**config.mk**
```make
export PLATFORM = sky130hd
export DESIGN_NAME = cursor_editor
export DESIGN_NICKNAME = d
export VERILOG_FILES = /design/src/rtl/cursor_editor_pkg.sv /design/src/rtl/key_repeater.sv /design/src/rtl/cursor_editor.sv
export SDC_FILE = /design/constraint.sdc
export NUM_CORES = 1
export LEC_CHECK = 0
export ABC_CLOCK_PERIOD_IN_PS = 2740
export BUFFER_PORTS_ARGS = -buffer_cell sky130_fd_sc_hd__clkbuf_2
export CELL_PAD_IN_SITES_DETAIL_PLACEMENT = 1
export CELL_PAD_IN_SITES_GLOBAL_PLACEMENT = 1
export CORE_MARGIN = 4
export CORE_UTILIZATION = 45
export CTS_BUF_LIST = sky130_fd_sc_hd__clkbuf_8 sky130_fd_sc_hd__clkbuf_16
export CTS_CLUSTER_SIZE = 40
export DETAILED_ROUTE_END_ITERATION = 10
export PLACE_DENSITY = 0.86
export SLEW_MARGIN = 0
export SYNTH_ARGS = -nofsm -noshare
export SYNTH_HDL_FRONTEND = slang
export SYNTH_HIERARCHICAL = 1
export SYNTH_SLANG_ARGS = --single-unit
export TNS_END_PERCENT = 20
```
**constraint.sdc**
```tcl
create_clock -name clock -period 2.74 [get_ports clock]
set_input_delay 0.137 -clock clock [delete_from_list [all_inputs] [get_ports clock]]
set_output_delay 0.137 -clock clock [all_outputs]
set_load 0.05 [all_outputs]
```
**src/rtl/cursor_editor_pkg.sv**
```systemverilog
// Shared definitions for the cursor editor, the life game board and the
// renderer: button bit positions, default grid size and repeater states.
package cursor_editor_pkg;

  // Bit positions inside the 4-bit button bus {left, right, up, down}.
  localparam int LEFT  = 3;
  localparam int RIGHT = 2;
  localparam int UP    = 1;
  localparam int DOWN  = 0;

  // Default cell grid size.
  localparam int DEFAULT_GRID_WIDTH  = 32;
  localparam int DEFAULT_GRID_HEIGHT = 24;

  // Per-button auto-repeat state.
  typedef enum logic [1:0] {
    REP_IDLE   = 2'd0,
    REP_DELAY  = 2'd1,
    REP_REPEAT = 2'd2
  } rep_state_t;

  // Larger of two cycle counts; sizes the repeat counter.
  function automatic int max_int(input int a, input int b);
    return (a > b) ? a : b;
  endfunction

endpackage

```
**src/rtl/key_repeater.sv**
```systemverilog
// Turns one debounced button level into step pulses: one on press, a first
// repeat REPEAT_DELAY cycles later, then one every REPEAT_RATE cycles while held.
module key_repeater
  import cursor_editor_pkg::*;
#(
  parameter int REPEAT_DELAY = 25000000,
  parameter int REPEAT_RATE  = 5000000
) (
  input  logic clock,
  input  logic reset_n,
  input  logic level,
  output logic step
);

  localparam int CNT_BITS = $clog2(max_int(REPEAT_DELAY, REPEAT_RATE));
  localparam logic [CNT_BITS-1:0] DELAY_LOAD = CNT_BITS'(REPEAT_DELAY - 1);
  localparam logic [CNT_BITS-1:0] RATE_LOAD  = CNT_BITS'(REPEAT_RATE - 1);

  rep_state_t          state;
  logic [CNT_BITS-1:0] count;
  logic                level_q;

  // Press detection, repeat timing and the registered step pulse.
  always_ff @(posedge clock or negedge reset_n) begin
    if (!reset_n) begin
      state   <= REP_IDLE;
      count   <= '0;
      level_q <= 1'b0;
      step    <= 1'b0;
    end else begin
      // NOTE: non-blocking assignments so every register samples pre-edge values.
      level_q <= level;
      step    <= 1'b0;
      case (state)
        REP_IDLE: begin
          if (level && !level_q) begin
            step  <= 1'b1;
            count <= DELAY_LOAD;
            state <= REP_DELAY;
          end
        end
        REP_DELAY, REP_REPEAT: begin
          if (!level) begin
            state <= REP_IDLE;
            count <= '0;
          end else if (count == '0) begin
            step  <= 1'b1;
            count <= RATE_LOAD;
            state <= REP_REPEAT;
          end else begin
            count <= count - 1'b1;
          end
        end
        default: begin
          state <= REP_IDLE;
          count <= '0;
        end
      endcase
    end
  end

endmodule

```
**src/rtl/cursor_editor.sv**
```systemverilog
// Front-panel board editor: moves a wrapping (x, y) cursor from the button
// repeaters and raises valid/ready toggle-cell requests at the cursor.
module cursor_editor
  import cursor_editor_pkg::*;
#(
  parameter int GRID_WIDTH   = DEFAULT_GRID_WIDTH,
  parameter int GRID_HEIGHT  = DEFAULT_GRID_HEIGHT,
  parameter int X_BITS       = 5,
  parameter int Y_BITS       = 5,
  parameter int REPEAT_DELAY = 25000000,
  parameter int REPEAT_RATE  = 5000000
) (
  input  logic              clock,
  input  logic              reset_n,
  input  logic              edit_enable,
  input  logic [3:0]        button,
  input  logic              toggle_button,
  output logic [X_BITS-1:0] cursor_x,
  output logic [Y_BITS-1:0] cursor_y,
  output logic              toggle_valid,
  output logic [X_BITS-1:0] toggle_x,
  output logic [Y_BITS-1:0] toggle_y,
  input  logic              toggle_ready
);

  localparam logic [X_BITS-1:0] X_MAX = X_BITS'(GRID_WIDTH - 1);
  localparam logic [Y_BITS-1:0] Y_MAX = Y_BITS'(GRID_HEIGHT - 1);

  logic [3:0]        step;
  logic [X_BITS-1:0] x_next;
  logic [Y_BITS-1:0] y_next;
  logic              toggle_q;
  logic              toggle_press;

  for (genvar i = 0; i < 4; i++) begin : g_rep
    key_repeater #(
      .REPEAT_DELAY(REPEAT_DELAY),
      .REPEAT_RATE (REPEAT_RATE)
    ) u_rep (
      .clock  (clock),
      .reset_n(reset_n),
      .level  (button[i]),
      .step   (step[i])
    );
  end

  // Next cursor position: opposing steps cancel, x and y move independently.
  always_comb begin
    // NOTE: defaults first so every path assigns and no latch is inferred.
    x_next = cursor_x;
    y_next = cursor_y;
    if (edit_enable) begin
      if (step[LEFT] && !step[RIGHT])
        x_next = (cursor_x == '0) ? X_MAX : cursor_x - 1'b1;
      else if (step[RIGHT] && !step[LEFT])
        x_next = (cursor_x == X_MAX) ? '0 : cursor_x + 1'b1;
      if (step[UP] && !step[DOWN])
        y_next = (cursor_y == '0) ? Y_MAX : cursor_y - 1'b1;
      else if (step[DOWN] && !step[UP])
        y_next = (cursor_y == Y_MAX) ? '0 : cursor_y + 1'b1;
    end
  end

  assign toggle_press = toggle_button && !toggle_q;

  // Cursor registers.
  always_ff @(posedge clock or negedge reset_n) begin
    if (!reset_n) begin
      cursor_x <= '0;
      cursor_y <= '0;
    end else begin
      cursor_x <= x_next;
      cursor_y <= y_next;
    end
  end

  // Toggle request: latch the pre-edge cursor on a press, hold until accepted.
  always_ff @(posedge clock or negedge reset_n) begin
    if (!reset_n) begin
      toggle_q     <= 1'b0;
      toggle_valid <= 1'b0;
      toggle_x     <= '0;
      toggle_y     <= '0;
    end else begin
      toggle_q <= toggle_button;
      if (toggle_valid) begin
        if (toggle_ready) toggle_valid <= 1'b0;
      end else if (toggle_press && edit_enable) begin
        toggle_valid <= 1'b1;
        toggle_x     <= cursor_x;
        toggle_y     <= cursor_y;
      end
    end
  end

endmodule
```
==> results_dict.tcl, run 1 <==
set metrics [dict create \
    cts_max_path_buffers 2 \
    comb_power_share 0.455 \
    drv_slew 0 \
    worst_path_max_delay_cell "sky130_fd_sc_hd__o21ai_1" \
    num-fill-cells 2109 \
    preCtsSetupSlack_ps 235 \
    dp.final_hpwl_mm 17.4 \
    setup_slack_ps 146 \
    power.switching_uw 5220 \
    pin_count_of_the_biggest_net_entering_global_routing 82 \
    synth.top_cells.by_count "sky130_fd_sc_hd__dfrtp_1, sky130_fd_sc_hd__o21ai_0, sky130_fd_sc_hd__a21oi_1" \
    post_drt_wl_per_cell_um 21.5 \
    clock_skew_ps 8.52 \
    cp.arrival_ps 2910 \
    maxCapViolations 0 \
    fmax_mhz 385 \
    synthDominantAreaCellType "sky130_fd_sc_hd__dfrtp_1" \
    yosys_register_bits 138 \
    antenna_cells 0 \
    p_leak_uw 0.00424 \
    floorplan.rows 49 \
    critical_path.startpoint_type "register" \
    ys_seq_area_frac 0.412 \
    min_period_over_period 0.947 \
    timing.critical_path.fanout_max 12 \
    total_grt_usage 0.254 \
    clkTransAtPathRegs_ps 60 \
    gp_congestion 0.891 \
    finalHoldViolCount 0 \
    power-per-cell-area_nw_per_um2 1200 \
    die_w_um 144 \
    tritoncts_clock_tree "yes" \
    ys_top_cells_by_area "sky130_fd_sc_hd__dfrtp_1, sky130_fd_sc_hd__o21ai_0, sky130_fd_sc_hd__a21oi_1" \
    crit_path_max_incr_delay_ps 730 \
    asyncSetResetFlopFracSynth 1.00 \
    worst-slew-pin-transition_ps 925 \
    synth-edff-count 0 \
    first_iteration_detailed_routing_drc_count 682 \
    postSynthNetCount 931 \
    timing.hold.worst.class "in2reg" \
    clock_latency_ps 430 \
    ctsHtreeMaxLevel 4 \
    postRouteWirelength_mm 25.7 \
    cts_buffers 17 \
    post-cts-setup-buffer-count 0 \
    tritoncts_num_sinks 138 \
    port_buffers 29 \
    grt_first_pass_wirelength_mm 42.3 \
    netSwitchingFraction 0.452 \
    vias 7882 \
    syn_area_um2 8380 \
    post_route_cells_drive_above_1_share 0.176 \
    power_report.internal_total_uw 6320 \
    dr.pass1.iters 5 \
    crit_path_end_kind "register" \
    fin_crit_ps 2590 \
    layout-area-overhead-vs-synth_pct 14.8 \
    worst_path_dominant_cell_family "compound AO/OA/AOI/OAI gates" \
    ioPinCount 30 \
    route.detailed.drc 0 \
    crit_path_category "reg2reg" \
    setup_viol 0 \
    initial_core_util 0.462 \
    worst_ir_drop_vdd_uv 476 \
    coreArea_um2 18100 \
    postRouteAntennaNets 0 \
    sequential_share_of_power 0.328 \
    syn_inst 899 \
    syn_avg_cell_area_um2 9.32 \
    via_count_of_the_first_global_routing_pass 8047 \
    floorplan.die.height_um 144 \
    netlist.area_leader.share 0.412 \
    ys_dominant_reg_cell "sky130_fd_sc_hd__dfrtp_1" \
    routed_via_count_divided_by_cell_count 6.58 \
    ys_types 75 \
    synth.most_common_cell "sky130_fd_sc_hd__dfrtp_1" \
    number_of_antenna_violations_at_the_first_check_in_global_routing 0 \
    timing.slew.headroom 0.381 \
    cp_num_buf_inv 0 \
    data_required_time_at_the_worst_endpoint_ps 3060 \
    clockRootBuffer "sky130_fd_sc_hd__clkbuf_16" \
    layout.nets 988 \
    cells_along_the_critical_path "or4_1, nand4bb_1, o21ai_1, o21ai_0, a21o_1" \
    status "finished clean" \
    fin_setup_tns_ps 0 \
    rsz0062_at_grt "false" \
    die-area_um2 20900 \
    share_clk_of_total_power 0.216 \
    yosys_warnings 6 \
    grt.overflow.total 0 \
]
layer usage:
layer / part of all wire / GRT usage
met5: 0 / 0
met4: 0.021 / 0.0776
met3: 0.044 / 0.0453
met2: 0.49 / 0.424
met1: 0.45 / 0.337
what timing repair did:
item	4_1_cts	5_1_grt
setup endpoints to repair	0	1
resized for setup	0	1
hold buffers	7	0
endpoints found under the hold margin	84	0
worst reg2reg max path: cells and delay by family, from the launching register on:
family          cells  cell delay, ps
compound gates      3            1150
flops               1             440
simple gates        2             910
metrics by stage:
step	cells	instance area, um2	hold WS, ps	util	total power, uW
after global routing	1197	9610	293	0.530	12300
after global placement	1159	8900	244	0.491	8640
after detailed placement	1159	8900	250	0.491	8900
after CTS	1197	9610	238	0.530	11500
final	1197	9610	256	0.530	11500
after floorplan	899	8380	-159	-	7300
state kept, by name, summed over array words and instances (netlist names):
register / flops
cursor_x: 5
toggle_y: 5
cursor_y: 5
toggle_q: 1
g_rep.u_rep/state: 8
toggle_valid: 1
g_rep.u_rep/level_q: 4
g_rep.u_rep/count: 100
toggle_x: 5
g_rep.u_rep/step: 4
logic make-up (layout without fill, tap and decap cells):
kind of cell,count (synthesis),after routing,share of synthesized area
compound gates,306,306,0.243
xor+xnor,3,3,0.00314
simple gates,345,345,0.252
mux,13,13,0.0172
flops,138,138,0.412
fa+ha+maj,23,23,0.0344
buf+inv,71,140,0.0381
final timing paths:
kind | end | slack (ps) | cells past startpoint | start
worst max-delay path | g_rep[2].u_rep/count[17]$_DFFE_PN0P_ | 150 | 5 | g_rep[2].u_rep/count[20]$_DFFE_PN0P_
worst max register to register | g_rep[2].u_rep/count[17]$_DFFE_PN0P_ | 150 | 5 | g_rep[2].u_rep/count[20]$_DFFE_PN0P_
worst min register to register | toggle_valid$_DFF_PN0_ | 500 | 1 | toggle_valid$_DFF_PN0_
max in group asynchronous | g_rep[3].u_rep/count[22]$_DFFE_PN0P_ | 1560 | 3 | reset_n
worst min-delay path | cursor_y[2]$_DFFE_PN0P_ | 260 | 4 | edit_enable
min in group asynchronous | g_rep[0].u_rep/state[0]$_DFFE_PN0P_ | 330 | 2 | reset_n
power by group through the flow:
| stage | combinational (uW) | clock (uW) | sequential [uW] |
|---|---|---|---|
| after global placement | 4920 | 0 | 3720 |
| final | 5250 | 2500 | 3790 |
| after global routing | 5750 | 2630 | 3900 |
| after detailed placement | 5120 | 0 | 3780 |
| after CTS | 5190 | 2550 | 3760 |
| after floorplan | 3370 | 0 | 3930 |
cell type report:
| cell class | count | area, um2 | share of cell area |
|---|---|---|---|
| Timing Repair Buffer | 72 | 492 | 0.0511 |
| Inverter | 37 | 139 | 0.0144 |
| Clock inverter | 11 | 168 | 0.0174 |
| Sequential cell | 138 | 3450 | 0.359 |
| Multi-Input combinational cell | 690 | 4610 | 0.479 |
| Tap cell | 229 | 287 | 0.0298 |
| Clock buffer | 20 | 467 | 0.0485 |
cell usage in the layout (no fill, tap or decap), drive strengths merged, types with 33 or more instances in the layout:
cell and count:
o21ai 86, dfrtp 138, nor4 37, a21oi 79
nand2 61, inv 38, clkbuf 48, nor2 69
buf 37, nor3 33
No activity file was read; power rests on OpenSTA's default activity.
==> inputs of run 2 (changes only) <==
CELL_PAD_IN_SITES_DETAIL_PLACEMENT = 0   (was 1)
CELL_PAD_IN_SITES_GLOBAL_PLACEMENT = 2   (was 1)
CORE_UTILIZATION = 40   (was 45)
PLACE_DENSITY = 0.91   (was 0.86)
==> run 2 against run 1 <==
Clock skew is 2.6 ps higher. Combinational power fell by 3%. Clock power decreased by 6%. Non-clock buffer count is 6 higher. Global-route usage decreased by 6.5 points. Sequential share of layout area down 0.28 points. Power is 3.1% lower. First-iteration DRC count is 2.5% lower. Via count decreased by 5.7%.
==> results_dict.tcl, run 2 (same netlist as run 1, synthesis figures left out) <==
set metrics [dict create \
    status "finished clean" \
    layout_common_cells "sky130_fd_sc_hd__dfrtp_1, sky130_fd_sc_hd__o21ai_0, sky130_fd_sc_hd__a21oi_1" \
    crit_path_end_kind "register" \
    pin_count_of_the_biggest_net_entering_global_routing 62 \
    min_period_over_period 0.938 \
    cts_max_path_buffers 2 \
    coreArea_um2 20400 \
    setup_viol 0 \
    antenna_cells 0 \
    maxCapViolations 0 \
    post_cts_resize_count 0 \
    tritoncts_clock_tree "yes" \
    dp.final_hpwl_mm 15.2 \
    cp.arrival_ps 2870 \
    route.detailed.drc 0 \
    data_required_time_at_the_worst_endpoint_ps 3040 \
    dr.pass1.iters 5 \
    setup_slack_ps 170 \
    crit_path_category "reg2reg" \
    power-per-cell-area_nw_per_um2 1150 \
    critical_path.startpoint_type "register" \
    fin_crit_ps 2570 \
    layout_commonest_cell "sky130_fd_sc_hd__dfrtp_1" \
    postRouteWirelength_mm 22.2 \
    worst_setup_path_endpoint "g_rep[2].u_rep/count[17]$_DFFE_PN0P_" \
    rr_startpoint "g_rep[2].u_rep/count[20]$_DFFE_PN0P_" \
    fmax_mhz 389 \
    first_iteration_detailed_routing_drc_count 665 \
    fin_setup_tns_ps 0 \
    ioPinCount 30 \
    cts_buffers 17 \
    number_of_antenna_violations_at_the_first_check_in_global_routing 0 \
    grt_first_pass_wirelength_mm 36.9 \
    tritoncts_num_sinks 138 \
    die_w_um 153 \
    worst_ir_drop_vdd_uv 523 \
    total_grt_usage 0.189 \
    floorplan.die.height_um 153 \
    min_from "edit_enable" \
    timing.reg2reg.worst_path_depth 5 \
    registers_with_the_highest_flip_flop_counts "g_rep.u_rep/count x100, g_rep.u_rep/state x8" \
    largest_register_ff_count 100 \
    drv_slew 0 \
    post_drt_wl_per_cell_um 17.8 \
    routed_via_count_divided_by_cell_count 5.97 \
    die-area_um2 23300 \
    worstSetupStartpoint "g_rep[2].u_rep/count[20]$_DFFE_PN0P_" \
    timing.hold.worst.class "in2reg" \
    critical_path.reg2reg.endpoint "g_rep[2].u_rep/count[17]$_DFFE_PN0P_" \
    clkTransAtPathRegs_ps 60 \
    layout-area-overhead-vs-synth_pct 15.7 \
    vias 7429 \
    clockRootBuffer "sky130_fd_sc_hd__clkbuf_16" \
    reg2reg_setup_slack_ps 170 \
    clock_skew_ps 11.1 \
    preCtsSetupSlack_ps 218 \
    clock_latency_ps 420 \
    via_count_of_the_first_global_routing_pass 7022 \
    finalHoldViolCount 0 \
    rsz0062_at_grt "false" \
    layout.nets 994 \
    regMostFlops "g_rep.u_rep/count" \
    hold_buffers 7 \
    worst-slew-pin-transition_ps 837 \
    gp_congestion 0.854 \
    postRouteAntennaNets 0 \
    floorplan.rows 52 \
    initial_core_util 0.410 \
    ctsHtreeMaxLevel 4 \
    timing.slew.headroom 0.438 \
    post_route_cells_drive_above_1_share 0.178 \
    p_leak_uw 0.00426 \
    grt.overflow.total 0 \
    timing.critical_path.fanout_max 12 \
    post-cts-setup-buffer-count 0 \
    port_buffers 29 \
]
## run 2: changes by cell type in the layout (fill, tap and decap cells not counted), sizes merged
cell      previous run  this run
clkbuf              48        47
inv                 38        39
clkinv               4         5
bufinv               4         3
buf                 37        43
clkinvlp             2         3
## run 2: critical path, stage by stage (launching register included)
cell and delay (ps):
sky130_fd_sc_hd__dfrtp_1 430, sky130_fd_sc_hd__or4_1 610, sky130_fd_sc_hd__nand4bb_1 260, sky130_fd_sc_hd__o21ai_1 690
sky130_fd_sc_hd__o21ai_0 220, sky130_fd_sc_hd__a21o_1 230
## run 2: power breakdown
part / switching [uW] / internal (uW) / leakage (uW)
sequential: 954 / 2770 / 0.00176
combinational: 3100 / 2000 / 0.00220
clock: 883 / 1470 / 0.000297
total: 4940 / 6240 / 0.00426
## run 2: worst min path at each step
stage                                      endpoint  slack [ps]  cells past startpoint
5_1_grt                     cursor_y[3]$_DFFE_PN0P_         250                      4
3_3_place_gp   g_rep[0].u_rep/count[18]$_DFFE_PN0P_         160                      1
4_1_cts                     cursor_y[3]$_DFFE_PN0P_         190                      4
2_1_floorplan               cursor_x[0]$_DFFE_PN0P_        -160                      0
3_5_place_dp   g_rep[0].u_rep/count[18]$_DFFE_PN0P_         160                      1
6_report                    cursor_y[3]$_DFFE_PN0P_         220                      4
## run 2: layer usage
metal  routed length (um)  global-route usage  vias up
met5                    0                   0        -
met4                  201              0.0488        0
met3                  900              0.0293       17
met2                10100               0.294      210
met1                11000               0.276     3609
li1                     -                   -     3593
## run 2: per-stage QoR
step | power [uW] | area (um2) | utilization | hold slack [ps] | std cells
2_1_floorplan | 7300 | 8380 | - | -159 | 899
3_3_place_gp | 8770 | 9010 | 0.441 | 159 | 1206
3_5_place_dp | 8790 | 9010 | 0.441 | 158 | 1206
4_1_cts | 11200 | 9690 | 0.474 | 191 | 1245
5_1_grt | 12000 | 9690 | 0.474 | 250 | 1245
6_report | 11200 | 9690 | 0.474 | 216 | 1245
## run 2: final cells by class
class / instances / area, um2
flip-flops and latches: 138 / 3450
fillers: 1951 / 10700
multi-input cells: 690 / 4600
repair buffers: 78 / 549
clock inverters: 13 / 153
well taps: 270 / 338
inverters: 37 / 139
clock buffers: 19 / 453
==> inputs of run 3 (changes only) <==
SETUP_SLACK_MARGIN = 0.3   (was default)
==> run 3 against run 2 <==
Maximum frequency up 9.4%. Via count about the same. Cell count unchanged. Highest routed layer unchanged.
==> results_dict.tcl, run 3 (same netlist as run 1, synthesis figures left out) <==
set metrics [dict create \
    status "finished clean" \
    die_w_um 153 \
    routed_via_count_divided_by_cell_count 5.96 \
    wl_met2_mm 10.2 \
    postRouteAntennaNets 0 \
    comb_power_share 0.457 \
    critical_path_depth 5 \
    setup_viol 0 \
    critical_path.reg2reg.endpoint "g_rep[3].u_rep/count[21]$_DFFE_PN0P_" \
    via_count_of_the_first_global_routing_pass 7022 \
    post-cts-setup-buffer-count 0 \
    sequential_share_of_power 0.333 \
    data_required_time_at_the_worst_endpoint_ps 3050 \
    floorplan.rows 52 \
    total_grt_usage 0.189 \
    grt_first_pass_wirelength_mm 36.9 \
    worst_setup_path_endpoint "g_rep[3].u_rep/count[21]$_DFFE_PN0P_" \
    timing.critical_path.fanout_max 10 \
    fin_crit_ps 2350 \
    stdcell_count 1245 \
    die-area_um2 23300 \
    layout_common_cells "sky130_fd_sc_hd__dfrtp_1, sky130_fd_sc_hd__o21ai_0, sky130_fd_sc_hd__a21oi_1" \
    vias 7422 \
    rr_startpoint "g_rep[3].u_rep/count[9]$_DFFE_PN0P_" \
    largest_register_ff_count 100 \
    cells_along_the_critical_path "or4_1, nor4_2, a211oi_2, a31oi_1, a21bo_1" \
    timing.hold.worst.class "in2reg" \
    antenna_cells 0 \
    coreArea_um2 20400 \
    grt.overflow.total 0 \
    clock_latency_ps 420 \
    top_routing_layer_in_use "met4" \
    crit_path_max_incr_delay_ps 620 \
    drv_slew 0 \
    route.detailed.drc 0 \
    crit_path_category "reg2reg" \
    dp.final_hpwl_mm 15.2 \
    min_period_over_period 0.857 \
    clock_skew_ps 10.4 \
    rsz0062_at_grt "true" \
    cp_num_buf_inv 0 \
    number_of_antenna_violations_at_the_first_check_in_global_routing 0 \
    gp_congestion 0.854 \
    num-fill-cells 1948 \
    timing.reg2reg.worst_path_depth 5 \
    first_iteration_detailed_routing_drc_count 701 \
    layout_commonest_cell "sky130_fd_sc_hd__dfrtp_1" \
    layout-area-overhead-vs-synth_pct 15.8 \
    timing.slew.headroom 0.442 \
    fin_setup_tns_ps 0 \
    initial_core_util 0.410 \
    crit_path_end_kind "register" \
    worst_path_max_delay_cell "sky130_fd_sc_hd__or4_1" \
    p_leak_uw 0.00426 \
    dr.pass1.iters 5 \
    floorplan.die.height_um 153 \
    registers_with_the_highest_flip_flop_counts "g_rep.u_rep/count x100, g_rep.u_rep/state x8" \
    cp.arrival_ps 2660 \
    maxCapViolations 0 \
    worstSetupStartpoint "g_rep[3].u_rep/count[9]$_DFFE_PN0P_" \
    fin_worst_hold_slack_ps 213 \
    cts_buffers 17 \
    regMostFlops "g_rep.u_rep/count" \
    fmax_mhz 426 \
    share_clk_of_total_power 0.210 \
    tritoncts_num_sinks 138 \
    tritoncts_clock_tree "yes" \
    worst_path_dominant_cell_family "simple AND/OR/NAND/NOR gates" \
    reg2reg_setup_slack_ps 390 \
    critical_path.startpoint_type "register" \
    dpl_cell_area_um2 9010 \
    place.detailed.instances 1206 \
    ctsHtreeMaxLevel 4 \
    port_buffers 29 \
    layout.nets 994 \
    wl_met3_um 914 \
    power_report.internal_total_uw 6240 \
    power-per-cell-area_nw_per_um2 1150 \
    cts_max_path_buffers 2 \
    ioPinCount 30 \
    netSwitchingFraction 0.442 \
    worst_ir_drop_vdd_uv 527 \
    post_route_cells_drive_above_1_share 0.182 \
    worst-slew-pin-transition_ps 833 \
    clkTransAtPathRegs_ps 60 \
    clockRootBuffer "sky130_fd_sc_hd__clkbuf_16" \
    post_drt_wl_per_cell_um 17.8 \
    stdcell_area_um2 9700 \
    power.switching_uw 4940 \
    finalHoldViolCount 0 \
    pin_count_of_the_biggest_net_entering_global_routing 62 \
    postRouteWirelength_mm 22.2 \
    routedLengthMet1_mm 10.9 \
]
==> run 3: cell count changes in the layout (fill, tap and decap cells not counted) <==
cell                      delta
sky130_fd_sc_hd__nor3b_1     -1
sky130_fd_sc_hd__nor3b_2     +1
sky130_fd_sc_hd__o21ai_1     -2
sky130_fd_sc_hd__o21ai_2     +2
==> run 3: power by group through the flow <==
stage	Combinational (uW)	Clock, uW	Sequential [uW]
detailed placement	5060	0	3730
floorplan	3370	0	3930
CTS	5090	2410	3710
global route	5630	2500	3850
global placement	5040	0	3730
finish	5110	2350	3720
==> run 3: metal layers <==
metal	up-vias	GRT usage
met4	0	0.0488
met5	-	0
met2	185	0.294
li1	3594	-
met1	3626	0.276
met3	17	0.0293
==> run 3: worst min path at each step <==
stage | end | slack (ps) | cells after the start | from
after floorplan | cursor_x[0]$_DFFE_PN0P_ | -160 | 0 | reset_n
after global placement | g_rep[0].u_rep/count[18]$_DFFE_PN0P_ | 160 | 1 | reset_n
after detailed placement | g_rep[0].u_rep/count[18]$_DFFE_PN0P_ | 160 | 1 | reset_n
after CTS | cursor_y[3]$_DFFE_PN0P_ | 190 | 4 | edit_enable
after global routing | cursor_y[3]$_DFFE_PN0P_ | 250 | 4 | edit_enable
final | cursor_y[3]$_DFFE_PN0P_ | 210 | 4 | edit_enable
==> run 3: layout make-up <==
cell class | instances | area, um2 | area share
clock inverters | 13 | 153 | 0.0157
repair buffers | 78 | 549 | 0.0566
clock buffers | 19 | 453 | 0.0467
inverters | 37 | 139 | 0.0143
well taps | 270 | 338 | 0.0348
multi-input cells | 690 | 4620 | 0.476
flip-flops and latches | 138 | 3450 | 0.356
==> run 3: what timing repair did <==
item / in CTS / in global routing
endpoints found under the setup margin: 5 / 14
hold endpoints to repair: 65 / 0
gates resized for setup: 1 / 2
hold buffers: 7 / 0
==> run 3: worst min-delay path, stage by stage <==
cell and delay [ps]:
sky130_fd_sc_hd__clkbuf_2 130, sky130_fd_sc_hd__nand2b_1 130, sky130_fd_sc_hd__o21ai_0 110, sky130_fd_sc_hd__o211ai_1 80
==> run 3: per-stage QoR <==
| step | setup slack [ps] | util | power (uW) |
|---|---|---|---|
| CTS | 315 | 0.474 | 11200 |
| finish | 392 | 0.475 | 11200 |
| detailed placement | 218 | 0.441 | 8790 |
| floorplan | 552 | - | 7300 |
| global placement | 311 | 0.441 | 8770 |
| global route | 234 | 0.475 | 12000 |
